[config.mk]
export PLATFORM = sky130hd
export DESIGN_NAME = iob2axi_wr_split_flat
export DESIGN_NICKNAME = d
export VERILOG_FILES = /design/src/rtl/iob2axi_wr_split_pkg.sv /design/src/rtl/iob2axi_wr_split_if.sv /design/src/rtl/iob2axi_burst_calc.sv /design/src/rtl/iob2axi_wr_split.sv /design/src/flat_wrapper.sv
export SDC_FILE = /design/constraint.sdc
export NUM_CORES = 1
export LEC_CHECK = 0
export CORE_ASPECT_RATIO = 1.25
export CORE_UTILIZATION = 41
export CTS_CLUSTER_SIZE = 30
export DETAILED_ROUTE_END_ITERATION = 16
export GPL_TIMING_DRIVEN = 0
export PLACE_DENSITY = 0.78
export SYNTH_ARGS = -nofsm -noshare
export SYNTH_HDL_FRONTEND = slang
export SYNTH_SLANG_ARGS = --single-unit
[constraint.sdc]
create_clock -name clk -period 3.1 [get_ports clk]
set_clock_uncertainty 0.2 [all_clocks]
set_input_delay 0.93 -clock clk [delete_from_list [all_inputs] [get_ports clk]]
set_output_delay 0.93 -clock clk [all_outputs]
set_load 0.03 [all_outputs]
[src/rtl/iob2axi_wr_split_pkg.sv]
// rtl/iob2axi_wr_split_pkg.sv - shared AXI widths, channel constants and FSM state type
//
// Purpose: common definitions imported by the write splitter, its AXI
// interface and the burst calculator.
package iob2axi_wr_split_pkg;

   localparam int AXI_LEN_W   = 8;
   localparam int AXI_ID_W    = 1;
   localparam int AXI_SIZE_W  = 3;
   localparam int AXI_BURST_W = 2;
   localparam int AXI_LOCK_W  = 1;
   localparam int AXI_CACHE_W = 4;
   localparam int AXI_PROT_W  = 3;
   localparam int AXI_QOS_W   = 4;
   localparam int AXI_RESP_W  = 2;

   localparam logic [AXI_BURST_W-1:0] AXI_BURST_INCR = 2'b01;
   // normal non-cacheable, modifiable
   localparam logic [AXI_CACHE_W-1:0] AXI_CACHE_CODE = 4'd2;
   // unprivileged, non-secure, data
   localparam logic [AXI_PROT_W-1:0]  AXI_PROT_CODE  = 3'd2;

   typedef enum logic [1:0] {
      ST_IDLE = 2'd0,
      ST_ADDR = 2'd1,
      ST_DATA = 2'd2,
      ST_RESP = 2'd3
   } state_t;

   // AXI awsize encoding for a bus of data_w bits
   function automatic logic [AXI_SIZE_W-1:0] axi_size(input int data_w);
      return AXI_SIZE_W'($clog2(data_w / 8));
   endfunction

endpackage

[src/rtl/iob2axi_wr_split_if.sv]
// rtl/iob2axi_wr_split_if.sv - AXI4 write-channel bundle (AW, W, B) with master/slave modports
//
// Purpose: groups the AXI4 write address, write data and write response
// channels. The master modport drives aw*/w*/bready, the slave modport drives
// awready/wready/bvalid/bresp.
interface iob2axi_wr_split_if #(
   parameter int AXI_ADDR_W = 32,
   parameter int DATA_W     = 32
);
   import iob2axi_wr_split_pkg::*;

   logic [AXI_ID_W-1:0]    awid;
   logic [AXI_ADDR_W-1:0]  awaddr;
   logic [AXI_LEN_W-1:0]   awlen;
   logic [AXI_SIZE_W-1:0]  awsize;
   logic [AXI_BURST_W-1:0] awburst;
   logic [AXI_LOCK_W-1:0]  awlock;
   logic [AXI_CACHE_W-1:0] awcache;
   logic [AXI_PROT_W-1:0]  awprot;
   logic [AXI_QOS_W-1:0]   awqos;
   logic                   awvalid;
   logic                   awready;

   logic [AXI_ID_W-1:0]    wid;
   logic [DATA_W-1:0]      wdata;
   logic [DATA_W/8-1:0]    wstrb;
   logic                   wlast;
   logic                   wvalid;
   logic                   wready;

   logic [AXI_RESP_W-1:0]  bresp;
   logic                   bvalid;
   logic                   bready;

   modport master (
      output awid, awaddr, awlen, awsize, awburst, awlock, awcache, awprot, awqos, awvalid,
      input  awready,
      output wid, wdata, wstrb, wlast, wvalid,
      input  wready,
      input  bresp, bvalid,
      output bready
   );

   modport slave (
      input  awid, awaddr, awlen, awsize, awburst, awlock, awcache, awprot, awqos, awvalid,
      output awready,
      input  wid, wdata, wstrb, wlast, wvalid,
      output wready,
      output bresp, bvalid,
      input  bready
   );

endinterface

[src/rtl/iob2axi_burst_calc.sv]
// rtl/iob2axi_burst_calc.sv - combinational size of the next INCR burst
//
// Purpose: burst = min(remain, MAX_BURST, beats left before the next 4 KB
// boundary). Reusable by a read-side splitter.
// Ports:
//   addr_lo_i  low 12 bits of the burst start byte address
//   remain_i   beats still to be issued in the transfer
//   burst_o    beats in the next burst ($clog2(MAX_BURST)+1 bits)
// Configuration: IOB2AXI_WR_4K_SPLIT_EN enables the 4 KB clip; without it the
// caller guarantees no crossing and only remain/MAX_BURST limit the burst.
module iob2axi_burst_calc #(
   parameter int DATA_W    = 32,
   parameter int XFER_W    = 16,
   parameter int MAX_BURST = 256
) (
   input  logic [11:0]               addr_lo_i,
   input  logic [XFER_W-1:0]         remain_i,
   output logic [$clog2(MAX_BURST):0] burst_o
);

   localparam int OFF_W = $clog2(DATA_W / 8);
   // wide enough for remain and for 4096 in bytes
   localparam int CW    = (XFER_W > 13) ? XFER_W : 13;

   logic [CW-1:0] to_4k;
   logic [CW-1:0] lim;

   always_comb begin
`ifdef IOB2AXI_WR_4K_SPLIT_EN
      to_4k = (CW'(4096) - CW'(addr_lo_i)) >> OFF_W;
`else
      to_4k = CW'(MAX_BURST);
`endif
      lim = CW'(MAX_BURST);
      if (to_4k < lim)
         lim = to_4k;
      if (CW'(remain_i) < lim)
         lim = CW'(remain_i);
      burst_o = ($clog2(MAX_BURST)+1)'(lim);
   end

`ifndef IOB2AXI_WR_4K_SPLIT_EN
   wire unused_addr_lo = ^addr_lo_i;
`endif

endmodule

[src/rtl/iob2axi_wr_split.sv]
// rtl/iob2axi_wr_split.sv - native write stream to AXI4 INCR burst splitter
//
// Purpose: accepts one transfer (addr, length beats) and issues it as a
// sequence of single-outstanding AXI4 INCR bursts of at most MAX_BURST beats.
// Ports:
//   clk, rst          clock, asynchronous active-high reset
//   run_i, addr_i,    transfer start pulse (sampled when ready_o=1),
//   length_i          start byte address, length in beats (0 = none)
//   ready_o, error_o  idle flag; OR of bresp[1] over the last transfer
//   s_valid_i, s_addr_i (ignored), s_wdata_i, s_wstrb_i, s_ready_o
//                     native write beat stream
//   m_axi             AXI4 write channels (master modport)
// Configuration: IOB2AXI_WR_4K_SPLIT_EN clips bursts at 4 KB boundaries.
module iob2axi_wr_split
   import iob2axi_wr_split_pkg::*;
#(
   parameter int ADDR_W     = 32,
   parameter int DATA_W     = 32,
   parameter int AXI_ADDR_W = ADDR_W,
   parameter int XFER_W     = 16,
   parameter int MAX_BURST  = 256
) (
   input  logic                  clk,
   input  logic                  rst,
   input  logic                  run_i,
   input  logic [AXI_ADDR_W-1:0] addr_i,
   input  logic [XFER_W-1:0]     length_i,
   output logic                  ready_o,
   output logic                  error_o,
   input  logic                  s_valid_i,
   input  logic [ADDR_W-1:0]     s_addr_i,
   input  logic [DATA_W-1:0]     s_wdata_i,
   input  logic [DATA_W/8-1:0]   s_wstrb_i,
   output logic                  s_ready_o,
   iob2axi_wr_split_if.master    m_axi
);

   localparam int BURST_W = $clog2(MAX_BURST) + 1;
   localparam int STRB_W  = DATA_W / 8;
   localparam int OFF_W   = $clog2(STRB_W);
   localparam logic [AXI_ADDR_W-1:0] ALIGN_MASK = ~AXI_ADDR_W'(STRB_W - 1);

   state_t                state_q, state_d;
   logic [AXI_ADDR_W-1:0] addr_q, addr_d;
   logic [XFER_W-1:0]     remain_q, remain_d;
   logic [BURST_W-1:0]    burst_q, burst_d;
   logic [BURST_W-1:0]    beat_q, beat_d;
   logic                  error_q, error_d;
   logic [BURST_W-1:0]    burst_calc;
   logic                  last_beat;
   logic                  w_hs;

   // sized from the next-state address/remain so the burst is ready in the
   // first ADDR cycle
   iob2axi_burst_calc #(
      .DATA_W   (DATA_W),
      .XFER_W   (XFER_W),
      .MAX_BURST(MAX_BURST)
   ) u_burst_calc (
      .addr_lo_i(addr_d[11:0]),
      .remain_i (remain_d),
      .burst_o  (burst_calc)
   );

   always_ff @(posedge clk or posedge rst) begin
      if (rst) begin
         state_q  <= ST_IDLE;
         addr_q   <= '0;
         remain_q <= '0;
         burst_q  <= '0;
         beat_q   <= '0;
         error_q  <= 1'b0;
      end else begin
         state_q  <= state_d;
         addr_q   <= addr_d;
         remain_q <= remain_d;
         burst_q  <= burst_d;
         beat_q   <= beat_d;
         error_q  <= error_d;
      end
   end

   assign last_beat = (beat_q == burst_q - BURST_W'(1));
   assign w_hs      = s_valid_i & m_axi.wready;

   always_comb begin
      state_d  = state_q;
      addr_d   = addr_q;
      remain_d = remain_q;
      beat_d   = beat_q;
      error_d  = error_q;
      case (state_q)
         ST_IDLE: begin
            if (run_i) begin
               error_d = 1'b0;
               if (length_i != '0) begin
                  addr_d   = addr_i & ALIGN_MASK;
                  remain_d = length_i;
                  state_d  = ST_ADDR;
               end
            end
         end
         ST_ADDR: begin
            if (m_axi.awready) begin
               beat_d  = '0;
               state_d = ST_DATA;
            end
         end
         ST_DATA: begin
            if (w_hs) begin
               if (last_beat)
                  state_d = ST_RESP;
               else
                  beat_d = beat_q + BURST_W'(1);
            end
         end
         ST_RESP: begin
            if (m_axi.bvalid) begin
               error_d  = error_q | m_axi.bresp[1];
               addr_d   = addr_q + (AXI_ADDR_W'(burst_q) << OFF_W);
               remain_d = remain_q - XFER_W'(burst_q);
               state_d  = (remain_d != '0) ? ST_ADDR : ST_IDLE;
            end
         end
         default: state_d = ST_IDLE;
      endcase
   end

   // burst is captured only on entry to ADDR, keeping awlen stable under stall
   assign burst_d = ((state_d == ST_ADDR) && (state_q != ST_ADDR)) ? burst_calc : burst_q;

   assign ready_o   = (state_q == ST_IDLE);
   assign error_o   = error_q;
   assign s_ready_o = (state_q == ST_DATA) & m_axi.wready;

   assign m_axi.awid    = '0;
   assign m_axi.awaddr  = addr_q;
   assign m_axi.awlen   = AXI_LEN_W'(burst_q - BURST_W'(1));
   assign m_axi.awsize  = axi_size(DATA_W);
   assign m_axi.awburst = AXI_BURST_INCR;
   assign m_axi.awlock  = '0;
   assign m_axi.awcache = AXI_CACHE_CODE;
   assign m_axi.awprot  = AXI_PROT_CODE;
   assign m_axi.awqos   = '0;
   assign m_axi.awvalid = (state_q == ST_ADDR);

   assign m_axi.wid    = '0;
   assign m_axi.wdata  = s_wdata_i;
   assign m_axi.wstrb  = s_wstrb_i;
   assign m_axi.wvalid = (state_q == ST_DATA) & s_valid_i;
   assign m_axi.wlast  = (state_q == ST_DATA) & last_beat;

   assign m_axi.bready = (state_q == ST_RESP);

   wire unused_inputs = ^{s_addr_i, m_axi.bresp[0]};

endmodule

[src/flat_wrapper.sv]
// flat-port wrapper written by rule: the top's interface ports become plain ports
module iob2axi_wr_split_flat import iob2axi_wr_split_pkg::*;
#(
   parameter int ADDR_W     = 32,
   parameter int DATA_W     = 32,
   parameter int AXI_ADDR_W = ADDR_W,
   parameter int XFER_W     = 16,
   parameter int MAX_BURST  = 256
)
  (clk, rst, run_i, addr_i, length_i, ready_o, error_o, s_valid_i, s_addr_i, s_wdata_i, s_wstrb_i, s_ready_o, m_axi_awid, m_axi_awaddr, m_axi_awlen, m_axi_awsize, m_axi_awburst, m_axi_awlock, m_axi_awcache, m_axi_awprot, m_axi_awqos, m_axi_awvalid, m_axi_awready, m_axi_wid, m_axi_wdata, m_axi_wstrb, m_axi_wlast, m_axi_wvalid, m_axi_wready, m_axi_bresp, m_axi_bvalid, m_axi_bready);
  iob2axi_wr_split_if #(.AXI_ADDR_W(AXI_ADDR_W), .DATA_W(DATA_W)) m_axi_i ();
  input  logic clk;
  input  logic rst;
  input  logic run_i;
  input  logic [AXI_ADDR_W-1:0] addr_i;
  input  logic [XFER_W-1:0] length_i;
  output logic ready_o;
  output logic error_o;
  input  logic s_valid_i;
  input  logic [ADDR_W-1:0] s_addr_i;
  input  logic [DATA_W-1:0] s_wdata_i;
  input  logic [DATA_W/8-1:0] s_wstrb_i;
  output logic s_ready_o;
  output wire logic [$bits(m_axi_i.awid)-1:0] m_axi_awid;
  output wire logic [$bits(m_axi_i.awaddr)-1:0] m_axi_awaddr;
  output wire logic [$bits(m_axi_i.awlen)-1:0] m_axi_awlen;
  output wire logic [$bits(m_axi_i.awsize)-1:0] m_axi_awsize;
  output wire logic [$bits(m_axi_i.awburst)-1:0] m_axi_awburst;
  output wire logic [$bits(m_axi_i.awlock)-1:0] m_axi_awlock;
  output wire logic [$bits(m_axi_i.awcache)-1:0] m_axi_awcache;
  output wire logic [$bits(m_axi_i.awprot)-1:0] m_axi_awprot;
  output wire logic [$bits(m_axi_i.awqos)-1:0] m_axi_awqos;
  output wire logic [$bits(m_axi_i.awvalid)-1:0] m_axi_awvalid;
  input wire logic [$bits(m_axi_i.awready)-1:0] m_axi_awready;
  output wire logic [$bits(m_axi_i.wid)-1:0] m_axi_wid;
  output wire logic [$bits(m_axi_i.wdata)-1:0] m_axi_wdata;
  output wire logic [$bits(m_axi_i.wstrb)-1:0] m_axi_wstrb;
  output wire logic [$bits(m_axi_i.wlast)-1:0] m_axi_wlast;
  output wire logic [$bits(m_axi_i.wvalid)-1:0] m_axi_wvalid;
  input wire logic [$bits(m_axi_i.wready)-1:0] m_axi_wready;
  input wire logic [$bits(m_axi_i.bresp)-1:0] m_axi_bresp;
  input wire logic [$bits(m_axi_i.bvalid)-1:0] m_axi_bvalid;
  output wire logic [$bits(m_axi_i.bready)-1:0] m_axi_bready;
  assign m_axi_awid = m_axi_i.awid;
  assign m_axi_awaddr = m_axi_i.awaddr;
  assign m_axi_awlen = m_axi_i.awlen;
  assign m_axi_awsize = m_axi_i.awsize;
  assign m_axi_awburst = m_axi_i.awburst;
  assign m_axi_awlock = m_axi_i.awlock;
  assign m_axi_awcache = m_axi_i.awcache;
  assign m_axi_awprot = m_axi_i.awprot;
  assign m_axi_awqos = m_axi_i.awqos;
  assign m_axi_awvalid = m_axi_i.awvalid;
  assign m_axi_i.awready = m_axi_awready;
  assign m_axi_wid = m_axi_i.wid;
  assign m_axi_wdata = m_axi_i.wdata;
  assign m_axi_wstrb = m_axi_i.wstrb;
  assign m_axi_wlast = m_axi_i.wlast;
  assign m_axi_wvalid = m_axi_i.wvalid;
  assign m_axi_i.wready = m_axi_wready;
  assign m_axi_i.bresp = m_axi_bresp;
  assign m_axi_i.bvalid = m_axi_bvalid;
  assign m_axi_bready = m_axi_i.bready;
  iob2axi_wr_split #(.ADDR_W(ADDR_W), .DATA_W(DATA_W), .AXI_ADDR_W(AXI_ADDR_W), .XFER_W(XFER_W), .MAX_BURST(MAX_BURST)) u_core (.clk(clk), .rst(rst), .run_i(run_i), .addr_i(addr_i), .length_i(length_i), .ready_o(ready_o), .error_o(error_o), .s_valid_i(s_valid_i), .s_addr_i(s_addr_i), .s_wdata_i(s_wdata_i), .s_wstrb_i(s_wstrb_i), .s_ready_o(s_ready_o), .m_axi(m_axi_i));
endmodule
Word-level counts from Yosys, hierarchy flattened
Cells that the tools add are included.
Widths: inputs -> output; s select.
{"block": "word_totals", "mem_count": 0, "out_inout_bits": 102, "reg_bits": 69, "mem_bits_ro": 0, "mem_bits_rw": 0, "inputBits": 125, "latchBits": 0, "wordCells": 61}
{"block": "classes", "n_mux": 24, "div": 0, "n_reduce_logical": 9, "mul": 0, "n_shift": 0, "add_sub_neg": 4, "eq_ne": 12, "bitwise": 5, "n_lt_le_gt_ge": 1}
{"op": "$mux 32", "n": 3}
{"op": "$pmux 32 s2", "n": 1}
{"op": "$mux 16", "n": 3}
{"op": "$mux 9", "n": 4}
{"op": "$add 32x11->32", "n": 1}
{"op": "$pmux 16 s2", "n": 1}
{"op": "$reduce_bool 16->1", "n": 2}
{"op": "$pmux 9 s2", "n": 1}
{"op": "$lt 16x9->1 const B", "n": 1}
{"op": "$sub 16x9->16", "n": 1}
{"op": "$mux 2", "n": 6}
{"op": "$add 9x1->9 const B", "n": 1}
{"op": "$eq 9x9->1", "n": 1}
{"op": "$sub 9x1->9 const B", "n": 1}
{"op": "$ne 2x1->1 const B", "n": 4}
{"op": "$pmux 2 s4", "n": 1}
{"op": "$reduce_and 4->1", "n": 2}
{"op": "$ne 2x2->1 const B", "n": 3}
{"op": "$and 1x1->1", "n": 4}
{"op": "$eq 2x1->1 const B", "n": 2}
{"op": "$eq 2x2->1 const B", "n": 2}
{"op": "$reduce_bool 2->1", "n": 2}
{"op": "$mux 1", "n": 3}
{"op": "$reduce_and 3->1", "n": 1}
{"op": "other kinds (4)", "n": 4}

Depth between registers and ports, before layout
Gate-level depths: netlist of the first run.
{"block": "depth", "depth_word": 7, "mapped_depth": 12}

Modules after synthesis
From an unflattened synthesis of the first run, not the netlist that was laid out.
{"block": "unflattened", "cells_unflattened": 691, "hier_area_um2": 5691.7}
{"mod": "iob2axi_wr_split", "seq_area_each_um2": 1726.7, "area_each_um2": 5575.3, "n_inst": 1, "cells_per_inst": 670}
{"mod": "iob2axi_burst_calc", "seq_area_each_um2": 0.0, "area_each_um2": 116.4, "n_inst": 1, "cells_per_inst": 21}

Worst setup path before layout of the first run
Ideal clock, no wire load.
{"block": "synth_timing", "path_type": "register -> output", "startpoint": "reg u_core.burst_q[0]", "endpoint": "out m_axi_wlast", "stages_incl_launch_ff": 9, "n_path_buf": 1, "path_slack_ps": -599, "arrival_time_ps": 2569, "cell_sequence": "dfrtp_1 -> inv_1 -> ha_1 -> clkbuf_1 -> nor3b_1 -> xnor3_1 -> nand4_1 -> a2111oi_0 -> and3_1"}
{"block": "synth_via", "elab_chain_len": 3}
{"element": "start, declared", "line": "iob2axi_wr_split.sv:46", "rtl": "logic [BURST_W-1:0] burst_q, burst_d;"}
{"element": "start signal, assigned", "line": "iob2axi_wr_split.sv:77", "rtl": "burst_q <= burst_d;"}
{"element": "$sub 9x1->9", "line": "iob2axi_wr_split.sv:83", "rtl": "assign last_beat = (beat_q == burst_q - BURST_W'(1));"}
{"element": "named net m_axi_awlen[0]", "line": "flat_wrapper.sv:26", "rtl": "output wire logic [$bits(m_axi_i.awlen)-1:0] m_axi_awlen;"}
{"element": "$eq 9x9->1", "line": "iob2axi_wr_split.sv:83"}
{"element": "$and 1x1->1", "line": "iob2axi_wr_split.sv:151", "rtl": "assign m_axi.wlast = (state_q == ST_DATA) & last_beat;"}
{"element": "end, declared", "line": "flat_wrapper.sv:38", "rtl": "output wire logic [$bits(m_axi_i.wlast)-1:0] m_axi_wlast;"}
The timed path passes the listed nets, and every way through them passes these cells.

Worst setup path in the final report of the first run
{"block": "layout_timing", "startpoint": "in length_i[14]", "endpoint": "reg u_core.burst_q[7]"}
{"block": "layout_via", "elab_chain_len": 6, "word_cells_on_any_way": 11, "classes_between": "1 x order compare; 1 x eq/ne; 7 x mux; 2 x reduce/logical"}
{"element": "start, declared", "line": "flat_wrapper.sv:16", "rtl": "input logic [XFER_W-1:0] length_i;"}
{"element": "$reduce_bool 16->1", "line": "iob2axi_wr_split.sv:96", "rtl": "if (length_i != '0) begin"}
{"element": "$mux 16 or $mux 2 (tied branches)", "line": "iob2axi_wr_split.sv:96"}
{"element": "$mux 16 or $mux 2 (tied branches)", "line": "iob2axi_wr_split.sv:94", "rtl": "if (run_i) begin"}
{"element": "$pmux 16 s2 or $pmux 2 s4 (tied branches)", "line": "iob2axi_wr_split.sv:92", "rtl": "case (state_q)"}
{"element": "$lt 16x9->1 or $eq 2x1->1 (tied branches)", "line": "iob2axi_burst_calc.sv:37, iob2axi_wr_split.sv:130"}
{"element": "$mux 9 or $logic_and 1x1->1 (tied branches)", "line": "iob2axi_burst_calc.sv:37, iob2axi_wr_split.sv:130"}
Several ways; a longest one is shown, not always the timed one.
A chain may end at the register's enable or synchronous reset.

==> results.md, run 1 <==
- Status: finished, violations left
- Failing checks: setup timing
- CP Data Required Time: 3180 ps
- CP Cell Sequence: clkdlybuf4s15_1 > or4_4 > o41ai_4 > buf_4 > nor2_4 > a22o_1 > a222oi_1 > buf_4 > buf_6 > or4b_4 > nor3b_2 > mux2_4
- Gate power share: between 70% and 80%
- Area taken by multi-input logic gates: 4060 µm²
- Top cell type's share of synthesized area: 28.1%
- Post-synth EDFFs: 0
- Peak Freq: roughly 270 MHz
- Share of cells above drive strength 1: a little over a quarter
- RSZ-0062 raised after global routing: true
- Pin count of the biggest net entering global routing: 68
- Lkg Pwr: 0.00387 µW
- CP bufs+invs: 4
- Design Area, Final: 8730 µm²
- Worst-margin pin slew: 888 ps
- Synth-to-Final Area Change: 46.4%
- Grt total ovfl: 0
- Netlist Area Pre-Place: 5960 µm²
- Setup TNS: -8250 ps
- Via count: between 6000 and 7000
- Site Rows: 48
- Hold buffers post-CTS: 0
- Critical path type: in2reg
- Initial core utilization: 42.6%
- Die width: 110 µm
- Crit-path leading delay family: simple AND/OR/NAND/NOR gates
- Cell total after placement: 1056
- Crit path capture type: register
- Skew-Pair Late Insertion Delay: roughly 340 ps
- Register area share after synthesis: 28.1%
- Final RePlAce weighted congestion: 0.920
- Hold Vio Cnt, Final: 0
- TritonCTS buffer count: 9
- Max-cap viol count: 0
- Worst Path Arrival: 3850 ps
- DP HPWL: between 10000 and 15000 µm
- Net Switching: 6270 µW
- CP peak stage delay: 540 ps
- CTS sink cnt: 67
- Pwr/cell area: 1390 nW/µm²
- Switching share of total power: 51.6%
- WL final: about 20000 µm
- Root buf cell: clkbuf_16
- CTS max path bufs: 2
- Fillcell total: 1230
- H-tree depth: 3
- Core area: 14000 µm²
- Synth Instances: 729
- Int Pwr: 5880 µW
- Slew Limit Fails: 0
- Yosys reg bits: 67
- Top cells by area, synth: dfrtp_1 28%, buf_4 7.4%, ha_1 5.0%, o21ai_0 3.7%, nor2_1 3.7%
- Gr usage total: 26.7%
- Asr flop ratio synth: 100%
- Nets: 1080
- Peak VDD IR: 0.583 mV
- Sequential power share: between 10 and 15%
- Drt first pass iters: 5
- Synth cell types: 85
- Diode count: 0
- HP Class: reg2reg
- DR vias/cell: slightly below 6
- Fin crit period: 3770 ps
- Routed wire length per instance: 18.0 µm
- Clock slew at reported path FFs: 60 ps
- Nature of the critical path startpoint: input pin
- Yosys warnings: 0
- Global-route wire length before repair: 30700 µm
- Total power: between 10000 and 15000 µW
- Max-slew headroom: 40.8%
- Antenna viol nets, final: 0
- Crit-path slowest cell: or4b_4
- DP Area: 7740 µm²
- FF+latch area: 1680 µm²
- Fin crit share: 122%
- Final Non-Filler Cells: 1107
- PortBufs: 133
- Detailed Route Iter0 Violations: roughly 430
- Initial antenna violation count: 0
- Final core utilization: 62.4%
- Worst setup margin: -670 ps
- Primary FF master, synth: dfrtp_1
- CTS tree: built
- Synth area leader: dfrtp_1
- Io pins: around 230
- Final setup vio count: 33
- Die area: 15000 µm²
- Chip height: roughly 140 µm
- Vias in the first global route: 5975
- Most common cell type on the critical path: buf_4
- Syn avg cell area: 8.18 µm²
- # DRC: 0
- Clock share of power: just under 8%
- Critical Path Fanout Max: 5
[layout by cell type, fill, tap and decap left out, types with 16 or more instances in the layout]
| cell | count |
|---|---|
| nand2_1 | 50 |
| nor3_1 | 16 |
| buf_4 | 89 |
| o21ai_0 | 32 |
| dfrtp_1 | 63 |
| and3_1 | 16 |
| conb_1 | 21 |
| clkdlybuf4s50_1 | 105 |
| xnor2_1 | 16 |
| nor2_1 | 56 |
| ha_1 | 21 |
| a21oi_1 | 36 |
| nand3_1 | 20 |
| inv_1 | 36 |
[tightest hold or removal path, cell delays in order (launching register included)]
cell and delay, ps:
dfrtp_1 370, nand2_1 60, o21ai_0 60
[worst paths after layout]
check,from,endpoint,slack [ps],cells after the start
max,length_i[14],u_core.burst_q[7]$_DFFE_PP0P_,-670,12
min,u_core.m_axi.awaddr[7]$_DFFE_PP0P_,u_core.m_axi.awaddr[7]$_DFFE_PP0P_,320,2
max reg2reg,u_core.burst_q[7]$_DFFE_PP0P_,u_core.burst_q[7]$_DFFE_PP0P_,-600,12
min reg2reg,u_core.m_axi.awaddr[7]$_DFFE_PP0P_,u_core.m_axi.awaddr[7]$_DFFE_PP0P_,320,2
max in group asynchronous,rst,u_core.burst_q[6]$_DFFE_PP0P_,1130,2
min in group asynchronous,rst,u_core.m_axi.awaddr[22]$_DFFE_PP0P_,930,2
[cells in the mapped netlist, drive strengths merged (11+ instances only)]
master / n
dfrtp: 67
nor3: 20
nor2: 59
o21ai: 45
nand4: 14
mux2i: 11
buf: 66
xnor2: 17
a21oi: 41
clkbuf: 27
and3: 18
a31oi: 15
ha: 24
nand3: 23
inv: 40
nand2: 52
[registers in the layout (all words and copies together), names as in the netlist]
register,flops
u_core.m_axi.awaddr,30
u_core.remain_q,16
u_core.beat_q,9
u_core.burst_q,9
u_core.state_q,2
u_core.error_o,1
[final cells by class]
cell class / instances / area share, %
Buffer: 90 / 8.16
Clock buffer: 9 / 2.58
Clock inverter: 5 / 0.373
Inverter: 41 / 1.82
Multi-Input combinational cell: 548 / 46.5
Sequential cell: 67 / 19.3
Tap cell: 175 / 2.51
Timing Repair Buffer: 172 / 18.8
[per-layer routing]
| metal | routed length, µm | vias up | track usage [%] | part of all wire [%] |
|---|---|---|---|---|
| met5 | 0 | - | 0 | 0 |
| met4 | 906 | 0 | 14.4 | 4.5 |
| met3 | 1560 | 71 | 3.24 | 7.8 |
| met2 | 10100 | 385 | 46.9 | 51 |
| met1 | 7400 | 3047 | 31.2 | 37 |
| li1 | - | 2983 | - | - |
[kinds of logic after synthesis]
kind of cell             after synthesis  share of synthesized area (%)
AO/OA/AOI/OAI                        199                           22.7
other                                  2                          0.126
AND/OR/NAND/NOR                      253                           22.4
flip-flops                            67                           28.1
adder cells (fa/ha/maj)               26                           5.71
multiplexers                          19                           3.36
XOR/XNOR                              29                           4.72
buffers and inverters                134                           12.9
[stage by stage]
stage / hold slack (ps) / setup slack, ps
5_1_grt: 352 / -744
3_3_place_gp: 304 / -1500
6_report: 319 / -670
3_5_place_dp: 315 / -1470
4_1_cts: 326 / -583
2_1_floorplan: 273 / -593
[power groups by stage]
stage	Sequential [µW]	Combinational (µW)	Clock [µW]
after floorplan	1970	5160	0
after global placement	1700	7700	0
after detailed placement	1710	7750	0
after CTS	1720	8900	931
after global routing	1790	10100	974
final	1740	9460	937
[timing repair]
item                                    CTS  global route
buffers inserted                         24            14
gates resized for setup                 163            44
cloned                                    2             0
endpoints found under the setup margin   68            54
pin swaps                                27            15
No activity file was read; power rests on OpenSTA's default activity.
==> inputs of run 2 (changes only) <==
--- a/config.mk
+++ b/config.mk
@@ -5,8 +5,10 @@
 export SDC_FILE = /design/constraint.sdc
 export NUM_CORES = 1
 export LEC_CHECK = 0
+export CAP_MARGIN = 20
 export CORE_ASPECT_RATIO = 1.25
 export CORE_UTILIZATION = 41
+export CTS_CLUSTER_DIAMETER = 30
 export CTS_CLUSTER_SIZE = 30
 export DETAILED_ROUTE_END_ITERATION = 16
 export GPL_TIMING_DRIVEN = 0
==> results of run 2 <==
No change in the layout: final DEF, timing and power equal those of run 1.
==> inputs of run 3 (changes only) <==
--- a/config.mk
+++ b/config.mk
@@ -5,9 +5,10 @@
 export SDC_FILE = /design/constraint.sdc
 export NUM_CORES = 1
 export LEC_CHECK = 0
+export ABC_AREA = 1
 export CAP_MARGIN = 20
 export CORE_ASPECT_RATIO = 1.25
-export CORE_UTILIZATION = 41
+export CORE_UTILIZATION = 42
 export CTS_CLUSTER_DIAMETER = 30
 export CTS_CLUSTER_SIZE = 30
 export DETAILED_ROUTE_END_ITERATION = 16
==> results.md, run 3 <==
- Status: finished, violations left
- Failing checks: setup timing
- Max-cap viol count: 0 (unchanged)
- CTS max path bufs: 2 (unchanged)
- H-tree depth: 3 (unchanged)
- Asr flop ratio synth: 100% (unchanged)
- TritonCTS buffer count: 9 (unchanged)
- Antenna viol nets, final: 0 (unchanged)
- Final RePlAce weighted congestion: 0.982 (+6.7%)
- Critical path type: reg2out
- Diode count: 0 (unchanged)
- Final setup vio count: 1 (-97%)
- Slew Limit Fails: 0 (unchanged)
- Hold buffers post-CTS: 0 (unchanged)
- Vias in the first global route: 6501 (+8.8%)
- Synth Instances: 1008 (+38%)
- Most frequent cells after synthesis: 287 x nand2_1, 128 x inv_1, 89 x nand3_1
- Clock slew at reported path FFs: 70 ps (about the same)
- Top cells by area, synth: dfrtp_1 26%, nand2_1 17%, inv_1 7.5%, nand3_1 6.9%, buf_4 6.9%
- Primary FF master, synth: dfrtp_1
- Peak Freq: 318 MHz (+20%)
- Die area: 15800 µm² (+5.4%)
- Nets: 1336 (+24%)
- Net Switching: 5030 µW (-20%)
- Yosys reg bits: 67 (unchanged)
- Crit path capture type: primary output
- Global-route wire length before repair: 31400 µm (+2.1%)
- CP Data Required Time: 1970 ps (-1210 ps)
- Switching share of total power: 56.3% (+4.7 points)
- Die width: 113 µm (+2.7%)
- Gate power share: 70.1% (-7.8 points)
- Core area: 15000 µm² (+6.8%)
- DR vias/cell: 5.22 (-11%)
- Routed wire length per instance: 15.3 µm (-15%)
- Gr usage total: 25.5% (-1.2 points)
- Drt first pass iters: 5 (unchanged)
- Setup WS pre-CTS: -457 ps (+1010 ps)
- DP HPWL: 16100 µm (+14%)
- Syn avg cell area: 6.39 µm² (-22%)
- Nature of the critical path startpoint: register
- Via count: 7166 (+10%)
- Total power: 8940 µW (-26%)
- WL final: 20900 µm (+4.8%)
- Share of cells above drive strength 1: 16.2% (-9.9 points)
- Hold Vio Cnt, Final: 0 (unchanged)
- Root buf cell: clkbuf_16
- Initial antenna violation count: 0 (unchanged)
- Skew-Pair Late Insertion Delay: 350 ps (about the same)
- CTS tree: built
- Io pins: 227 (unchanged)
- Post-synth EDFFs: 0 (unchanged)
- Site Rows: 50 (+4.2%)
- Detailed Route Iter0 Violations: 520 (+20%)
- Top cell type's share of synthesized area: 26.0% (-2.1 points)
- Most frequent cells in the layout: 278 x nand2_1, 123 x clkdlybuf4s50_1, 119 x inv_1, 84 x nand3_1, 79 x nor2_1
- Fin crit period: 3140 ps (-627 ps)
- Pwr/cell area: 1040 nW/µm² (-25%)
- Synth cell types: 50 (-41%)
- Initial core utilization: 43.1% (+0.48 points)
- Pin count of the biggest net entering global routing: 63 (-7.4%)
- Count leader, synth: nand2_1
- Largest register FFs: 30 (unchanged)
- Fin crit share: 101% (-20 points)
- Max-slew headroom: 58.0% (+17 points)
- # DRC: 0 (unchanged)
- Worst Path Arrival: 2010 ps (-1840 ps)
- Synth area leader: dfrtp_1
- Yosys warnings: 0 (unchanged)
- Grt total ovfl: 0 (unchanged)
- HP Class: reg2reg
- Register area share after synthesis: 26.0% (-2.1 points)
- Leading cell type in the layout, fill and taps excluded: nand2_1
- Chip height: 140 µm (+2.7%)
- RSZ-0062 raised after global routing: true
- Clock share of power: 11.2% (+3.5 points)
- Worst-margin pin slew: 630 ps (-259 ps)
- Netlist Area Pre-Place: 6440 µm² (+8.1%)
- Peak VDD IR: 0.755 mV (+30%)
- Synth-to-Final Area Change: 33.8%
- Critical Path Fanout Max: 5 (unchanged)
- Int Pwr: 3910 µW (-34%)
- Worst setup margin: -42.6 ps (+627 ps)
- PortBufs: 133 (unchanged)
- Lkg Pwr: 0.00419 µW (+8.2%)
- CTS sink cnt: 67 (unchanged)
- Sequential power share: 18.7% (+4.3 points)
run 3: changes by cell type after synthesis, sizes merged, moves of 14 or more:
cell    previous run  this run
xnor2             17         3
clkbuf            27        12
nor2              59        97
inv               40       136
o21ai             45        63
and3              18         0
a31oi             15         1
nand3             23        94
nand2             52       297
run 3: cells by family after synthesis:
| logic type | after synthesis | share of synthesized area, % |
|---|---|---|
| buf+inv | 218 | 16.5 |
| other cells | 2 | 0.117 |
| simple gates | 542 | 37.2 |
| fa+ha+maj | 26 | 5.28 |
| compound gates | 140 | 12.8 |
| mux | 1 | 0.155 |
| xor+xnor | 12 | 1.85 |
| flops | 67 | 26.0 |
run 3: final timing paths:
path / from / endpoint / slack (ps) / cells after the start
min in group asynchronous: rst / u_core.remain_q[11]$_DFF_PP0_ / 610 / 2
setup / recovery: u_core.burst_q[0]$_DFFE_PP0P_ / m_axi_wlast / -40 / 12
hold / removal: u_core.m_axi.awaddr[10]$_DFFE_PP0P_ / u_core.m_axi.awaddr[10]$_DFFE_PP0P_ / 330 / 2
hold reg to reg: u_core.m_axi.awaddr[10]$_DFFE_PP0P_ / u_core.m_axi.awaddr[10]$_DFFE_PP0P_ / 330 / 2
setup reg to reg: u_core.state_q[0]$_DFF_PP0_ / u_core.m_axi.awaddr[2]$_DFFE_PP0P_ / 160 / 10
max in group asynchronous: rst / u_core.state_q[0]$_DFF_PP0_ / 1530 / 3
run 3: timing repair:
action | in CTS | in global routing
setup endpoints to repair | 11 | 29
pin swaps | 0 | 15
cloned | 0 | 2
gates resized for setup | 19 | 49
buffers inserted | 1 | 10
run 3: routing by layer:
metal | share of wire (%) | track usage, % | vias up
met3 | 6.3 | 3.94 | 62
met5 | 0 | 0 | -
li1 | - | - | 3541
met2 | 49 | 44.8 | 312
met4 | 4.8 | 13.5 | 0
met1 | 40 | 29.6 | 3251
run 3: layout make-up:
class                           instances  area, µm²
Clock inverter                          7       52.6
Clock buffer                            9        225
Multi-Input combinational cell        744       3910
Fill cell                            1459       6330
Sequential cell                        67       1680
Tap cell                              182        228
Buffer                                 80        552
Inverter                              138        526
Timing Repair Buffer                  145       1440
run 3: power by group through the flow:
| stage | combinational [µW] | clock [µW] | sequential [µW] |
|---|---|---|---|
| after floorplan | 3870 | 0 | 1930 |
| after global placement | 5890 | 0 | 1660 |
| after detailed placement | 5960 | 0 | 1670 |
| after CTS | 5980 | 1000 | 1660 |
| after global routing | 6890 | 1030 | 1710 |
| final | 6260 | 1000 | 1670 |
run 3: worst max-delay path, cell delays in order (launching register included):
cell	delay [ps]
dfrtp_2	470
inv_4	100
ha_4	150
inv_2	40
nand2_2	50
nand2_2	60
xor2_1	140
nor2_2	140
nand2_1	80
nor2_2	140
nand3_2	100
inv_2	60
buf_6	120
run 3: metrics by stage:
stage | cells | hold slack [ps] | utilization, % | instance area [µm²] | TNS [ps]
floorplan | 1027 | 273 | - | 6520 | 0
global placement | 1342 | 292 | 54.0 | 8080 | -82080
detailed placement | 1343 | 309 | 54.2 | 8110 | -8670
CTS | 1360 | 329 | 56.1 | 8390 | -167
global route | 1372 | 364 | 57.6 | 8620 | -202
finish | 1372 | 328 | 57.6 | 8620 | -42.6
